[config.mk]
export PLATFORM = sky130hd
export DESIGN_NAME = sram_responder
export DESIGN_NICKNAME = d
export VERILOG_FILES = /design/src/rtl/sram_responder.sv
export SDC_FILE = /design/constraint.sdc
export NUM_CORES = 1
export LEC_CHECK = 0
export ABC_AREA = 0
export CORE_UTILIZATION = 40
export CTS_CLUSTER_SIZE = 25
export DETAILED_ROUTE_END_ITERATION = 8
export GPL_TIMING_DRIVEN = 0
export PLACE_DENSITY_LB_ADDON = 0.3
export SLEW_MARGIN = 20
export SYNTH_ARGS = -nofsm -noshare
export SYNTH_HDL_FRONTEND = slang
export SYNTH_SLANG_ARGS = --single-unit
[constraint.sdc]
create_clock -name i_clk -period 2.4 [get_ports i_clk]
set_clock_uncertainty 0.2 [all_clocks]
set_input_delay 0.24 -clock i_clk [delete_from_list [all_inputs] [get_ports i_clk]]
set_output_delay 0.24 -clock i_clk [all_outputs]
set_load 0.03 [all_outputs]
[src/rtl/sram_responder.sv]
// Bus-to-async-SRAM responder: captures one bus request, runs a SETUP/ACCESS
// strobe sequence of WAIT_CYCLES+1 access cycles, then pulses ack for one cycle.
module sram_responder #(
  parameter int WAIT_CYCLES = 1
) (
  input  logic        i_clk,
  input  logic        i_reset,
  input  logic [15:0] i_addr,
  input  logic [7:0]  i_dat,
  output logic [7:0]  o_dat,
  input  logic        i_cs,
  input  logic        i_we,
  output logic        o_ack,
  output logic [15:0] o_sram_addr,
  output logic [7:0]  o_sram_dat,
  input  logic [7:0]  i_sram_dat,
  output logic        o_sram_ce_n,
  output logic        o_sram_oe_n,
  output logic        o_sram_we_n
);

  typedef enum logic [1:0] {IDLE, SETUP, ACCESS, ACK} state_t;

  localparam logic [3:0] WAIT_LOAD = 4'(WAIT_CYCLES);

  state_t      state, state_next;
  logic [3:0]  cnt, cnt_next;
  logic        we_q, we_next;
  logic [15:0] addr_next;
  logic [7:0]  wdat_next, rdat_next;
  logic        ce_n_next, oe_n_next, we_n_next, ack_next;

  always_comb begin
    state_next = state;
    cnt_next   = cnt;
    we_next    = we_q;
    addr_next  = o_sram_addr;
    wdat_next  = o_sram_dat;
    rdat_next  = o_dat;
    case (state)
      IDLE: begin
        if (i_cs) begin
          state_next = SETUP;
          we_next    = i_we;
          addr_next  = i_addr;
          wdat_next  = i_dat;
        end
      end
      SETUP: begin
        state_next = ACCESS;
        cnt_next   = WAIT_LOAD;
      end
      ACCESS: begin
        if (cnt == 4'd0) begin
          state_next = ACK;
          if (!we_q) rdat_next = i_sram_dat;
        end else begin
          cnt_next = cnt - 4'd1;
        end
      end
      ACK: state_next = IDLE;
      default: state_next = IDLE;
    endcase

    // Strobes are registered from the next state so they line up with it;
    // we_n only falls in ACCESS, so it rises one cycle before the bus is released.
    ce_n_next = !(state_next == SETUP || state_next == ACCESS);
    oe_n_next = !((state_next == SETUP || state_next == ACCESS) && !we_next);
    we_n_next = !(state_next == ACCESS && we_next);
    ack_next  = (state_next == ACK);
  end

  always_ff @(posedge i_clk) begin
    if (!i_reset) begin
      state       <= IDLE;
      cnt         <= 4'd0;
      we_q        <= 1'b0;
      o_sram_addr <= 16'h0000;
      o_sram_dat  <= 8'h00;
      o_dat       <= 8'h00;
      o_sram_ce_n <= 1'b1;
      o_sram_oe_n <= 1'b1;
      o_sram_we_n <= 1'b1;
      o_ack       <= 1'b0;
    end else begin
      state       <= state_next;
      cnt         <= cnt_next;
      we_q        <= we_next;
      o_sram_addr <= addr_next;
      o_sram_dat  <= wdat_next;
      o_dat       <= rdat_next;
      o_sram_ce_n <= ce_n_next;
      o_sram_oe_n <= oe_n_next;
      o_sram_we_n <= we_n_next;
      o_ack       <= ack_next;
    end
  end

endmodule

* After elaboration in Yosys (flattened, before gate mapping)
Cells that the tools add are included.
Cells by class: reductions and logical operators 13, bitwise logic cells 1, $add $sub $neg 1, muxes and demuxes 7, eq/ne operators 7
Operator list (number):
- $eq A2 B2 Y1 const B | 4
- $pmux W2 S4 | 1
- $pmux W4 S2 | 1
- $eq A2 B1 Y1 const B | 2
- $logic_not A1 Y1 | 4
- $logic_not A4 Y1 | 1
- $mux W2 | 2
- $mux W4 | 1
- $reduce_and A2 Y1 | 2
- $sub A4 B1 Y4 const B | 1
- $reduce_and A3 Y1 | 1
- $logic_and A1 B1 Y1 | 2
- $logic_not A2 Y1 | 1
- $mux W1 | 2
- $ne A2 B2 Y1 const B | 1
- $reduce_bool A2 Y1 | 1
- $logic_or A1 B1 Y1 | 1
- $not A1 Y1 | 1
Storage, ports and cells: input port bits 36, output and inout port bits 36, logic and storage cells 39, register bits 43

* Logic depth before layout (Yosys ltp)
depth in word-level cells 7, depth in mapped cells 7, gate-level depth less buffers 6

* Least setup slack after synthesis
OpenSTA, ideal clock, no wires.
path type register -> register, start register state[0], end register o_sram_oe_n, required time 2.137 ns, arrival time 1.537 ns, cell stages (with the launch flop) 7, setup slack 0.600 ns, path through dfxtp_1 > inv_1 > ha_1 > or4b_1 > a21oi_2 > ha_1 > nand3_1
Between the ends: word-level cells in the longest chain between the ends 6
Ends and longest elaborated chain:
- from (decl) | line 26 | state_t state, state_next;
- from (signal assigned) | line 86 | state <= state_next;
- $eq A2 B2 Y1 (tied with other cells) | line 40 | case (state)
- $pmux W2 S4 | line 40
- $eq A2 B1 Y1 / $eq A2 B2 Y1 (equally long branches) | line 68 | oe_n_next = !((state_next == SETUP || state_next == ACCESS) && !we_next);
- $logic_or A1 B1 Y1 | line 68
- $logic_and A1 B1 Y1 (*) | line 68
- $logic_not A1 Y1 (*) | line 68
- to (signal assigned) | line 93 | o_sram_oe_n <= oe_n_next;
- to (decl) | line 18 | output logic o_sram_oe_n,
Mark *: on every way between the ends. The rest lies on a longest branch, timed or not. A chain may end at the register's enable or synchronous reset.

* Final worst setup path
Ends and elaborated chain as after synthesis.

==> out/metrics.cfg <==
[run_status]
run_status=completed

[die]
initial_utilization_pct=41.71
floorplan.io_pins=72
die_height_um=66.82
rows=23
die_x_um=66.82
dieArea_mm2=0.004464
floorplan.core_area_mm2=0.004029

[placed_design]
port_buffers=71
gp_congestion=0.7413
placedCellCount=317
hpwl_um=2665

[critical_path]
worstSetupPathType=reg2reg
reg2reg_depth=6
regToRegEndpoint=o_sram_oe_n$_SDFF_PN1_
cp-start-kind=flop
critical_path.max_fanout=3
endpoint_kind=flop
required_ns=2.44
worst-r2r-setup-slack_ns=0.47
cp_arrival_ns=1.97
rr_startpoint=state[0]$_SDFF_PN0_

[detailed_routing]
route.antenna.remaining_nets=0
sum_of_routed_wire_length_over_all_layers_um=3718
via_per_inst=4.766
drt_iter0_markers=62
via_count=1549
drtPass1Iterations=4
drc_errors=0
wire_per_inst_um=11.44

[job]
drv_cap=0

[worst_hold_path]
min-delay-start=o_sram_addr[14]$_SDFFE_PN0P_
worst_hold_path.num_cells=2
min-delay-path-class=reg2reg
min_to=o_sram_addr[14]$_SDFFE_PN0P_

[synth]
syn-cell-area_mm2=0.001680
share_of_synthesized_area_occupied_by_flip_flops_and_latches_pct=51.23
netlist.top_cell.by_area=dfxtp_1
yosysUniqueCellTypes=27
number_of_storage_elements_in_the_synthesis_netlist=43
synth_top_area_share_pct=51.23
synthCells=196
async_flop_share_pct=0
synth_area_per_cell_um2=8.573
synth_edf_count=0
syn-num-nets=239
netlist_top_cells_area=dfxtp_1 (51%), nand2_1 (15%), a21oi_1 (8.3%), mux2i_1 (5.4%), ha_1 (5.2%)
yosysWarnings=0
yosys_most_used_dff=dfxtp_1

[global_route]
antenna_found_initial=0
grt_overflow=0
grt_pass1_vias=1450
grt_first_pass_wirelength_um=6251
gr-usage-all-layers_pct=18.75
largest_net_degree_at_the_start_of_global_routing=15

[finish]
antenna-diode-count=0
fillers=369
fin_nets=317
most_common_library_cell_in_the_layout_ignoring_fill_and_taps=clkdlybuf4s50_1
commonest_non_fill_non_tap_cells_in_the_layout=clkdlybuf4s50_1 (71), nand2_1 (68), dfxtp_1 (43)
final_layout_size_suffix_gt1_share_pct=6.182
finalNonFillerCells=325
areaGrowthSynthToFinish_pct=52.72

[power_and_ir_drop]
power.total_mw=2.660
power_share_of_the_clock_group_pct=21.1
pwr-share-seq_pct=35.7
power.switching_fraction_pct=36.86
intPower_mw=1.679
switchingPower_uw=980.5
reported_leakage_power_nw=0.9645
power_per_cell_area_mw_per_mm2=1036
combinationalPowerShare_pct=43.2
vdd.ir_drop.worst_v=0.0008912

[clocking]
cts_inserted_buffers=5
max-clock-path-buffers=2
path_clk_slew_ns=0.08
clock_tree_from_tritoncts=yes
postCtsSetupRepairBufs=0
cts_resized=0
worst_skew_pair_later_pin_latency_ns=0.30
clock-root-buffer=clkbuf_8
cts_hold_buf=0
numClockSinks=43
h-tree-depth=2

[timing]
grt_setup_unrepaired=false
worst_hold_slack_ns=0.2557
slew_headroom_pct=70.55
max_freq_mhz=516.9
final_hold_viol_count=0
timing.final.crit_share_pct=80.60
period_minus_slack_ns=1.934
post_route_setup_tns_ns=0
final-max-slew-violation-count=0
worst_tran_pin_value_ns=0.4418
final_number_of_setup_violating_endpoints=0

==> how the worst max path moves through the flow <==
| stage | from | slack, ns | to | depth (start not counted) |
|---|---|---|---|---|
| finish | state[0]$_SDFF_PN0_ | 0.47 | o_sram_oe_n$_SDFF_PN1_ | 6 |
| global route | state[0]$_SDFF_PN0_ | 0.33 | o_sram_oe_n$_SDFF_PN1_ | 6 |
| CTS | state[0]$_SDFF_PN0_ | 0.46 | o_sram_oe_n$_SDFF_PN1_ | 6 |
| detailed placement | i_reset | 0.31 | o_sram_addr[0]$_SDFFE_PN0P_ | 5 |
| global placement | i_reset | 0.32 | we_q$_SDFF_PN0_ | 5 |
| floorplan | state[0]$_SDFF_PN0_ | 0.60 | o_sram_oe_n$_SDFF_PN1_ | 6 |
==> Yosys cell counts (2+ instances only) <==
library cell,instances
inv_1,5
a21oi_1,28
mux2i_1,9
nor2_1,3
ha_1,7
nand3_1,2
dfxtp_1,43
clkbuf_1,7
buf_2,2
nand2_1,68
buf_1,2
o21ai_0,2
and2_1,4
==> per-stage QoR <==
stage	util [%]	cell area (µm²)	setup WS, ns
floorplan	-	1680	0.6004
global placement	60.90	2454	0.3221
detailed placement	60.90	2454	0.3054
CTS	63.70	2566	0.4579
global route	63.70	2566	0.3304
finish	63.70	2566	0.4655
==> power groups by stage <==
| stage | registers (mW) | logic [mW] | clock network (mW) |
|---|---|---|---|
| 2_1_floorplan | 1.19 | 0.516 | 0 |
| 3_3_place_gp | 0.960 | 1.15 | 0 |
| 3_5_place_dp | 0.964 | 1.16 | 0 |
| 4_1_cts | 0.950 | 1.17 | 0.574 |
| 5_1_grt | 0.967 | 1.28 | 0.607 |
| 6_report | 0.948 | 1.15 | 0.561 |
==> logic make-up after synthesis <==
family          count (synthesis)  share of synthesized area [%]
simple gates                   85                          22.19
mux                             9                          5.361
compound gates                 35                          11.62
fa+ha+maj                       7                          5.212
flops                          43                          51.23
buf+inv                        17                          4.394
==> state kept, by name, summed over array words and instances, names as in the netlist <==
register	cells
cnt	4
o_sram_we_n	1
o_sram_dat	8
state	2
o_ack	1
o_dat	8
o_sram_ce_n	1
o_sram_oe_n	1
o_sram_addr	16
we_q	1
==> cell type report <==
type	instances	area (µm²)	area share (%)
sequential	43	860.8	33.54
multi-input combinational	136	745.7	29.06
timing repair buffer	71	710.7	27.69
clock buffer	5	68.82	2.682
tap	50	62.56	2.438
buffer	12	55.05	2.145
clock inverter	3	43.79	1.706
inverter	5	18.77	0.7314
==> layer usage <==
layer	wire length, µm	GRT usage [%]	part of all wire [%]	vias to the layer above
met2	1698	31.31	46	48
met4	78	7.181	2.1	0
met5	0	0	0	-
li1	-	-	-	796
met3	327	7.705	8.8	7
met1	1612	21.07	43	698
==> critical path: stages (launching register included) <==
cell	delay (ns)
dfxtp_1	0.36
inv_1	0.08
ha_1	0.22
or4b_1	0.49
a21oi_2	0.20
ha_1	0.27
nand3_1	0.06
(Power assumes the default switching activity.)
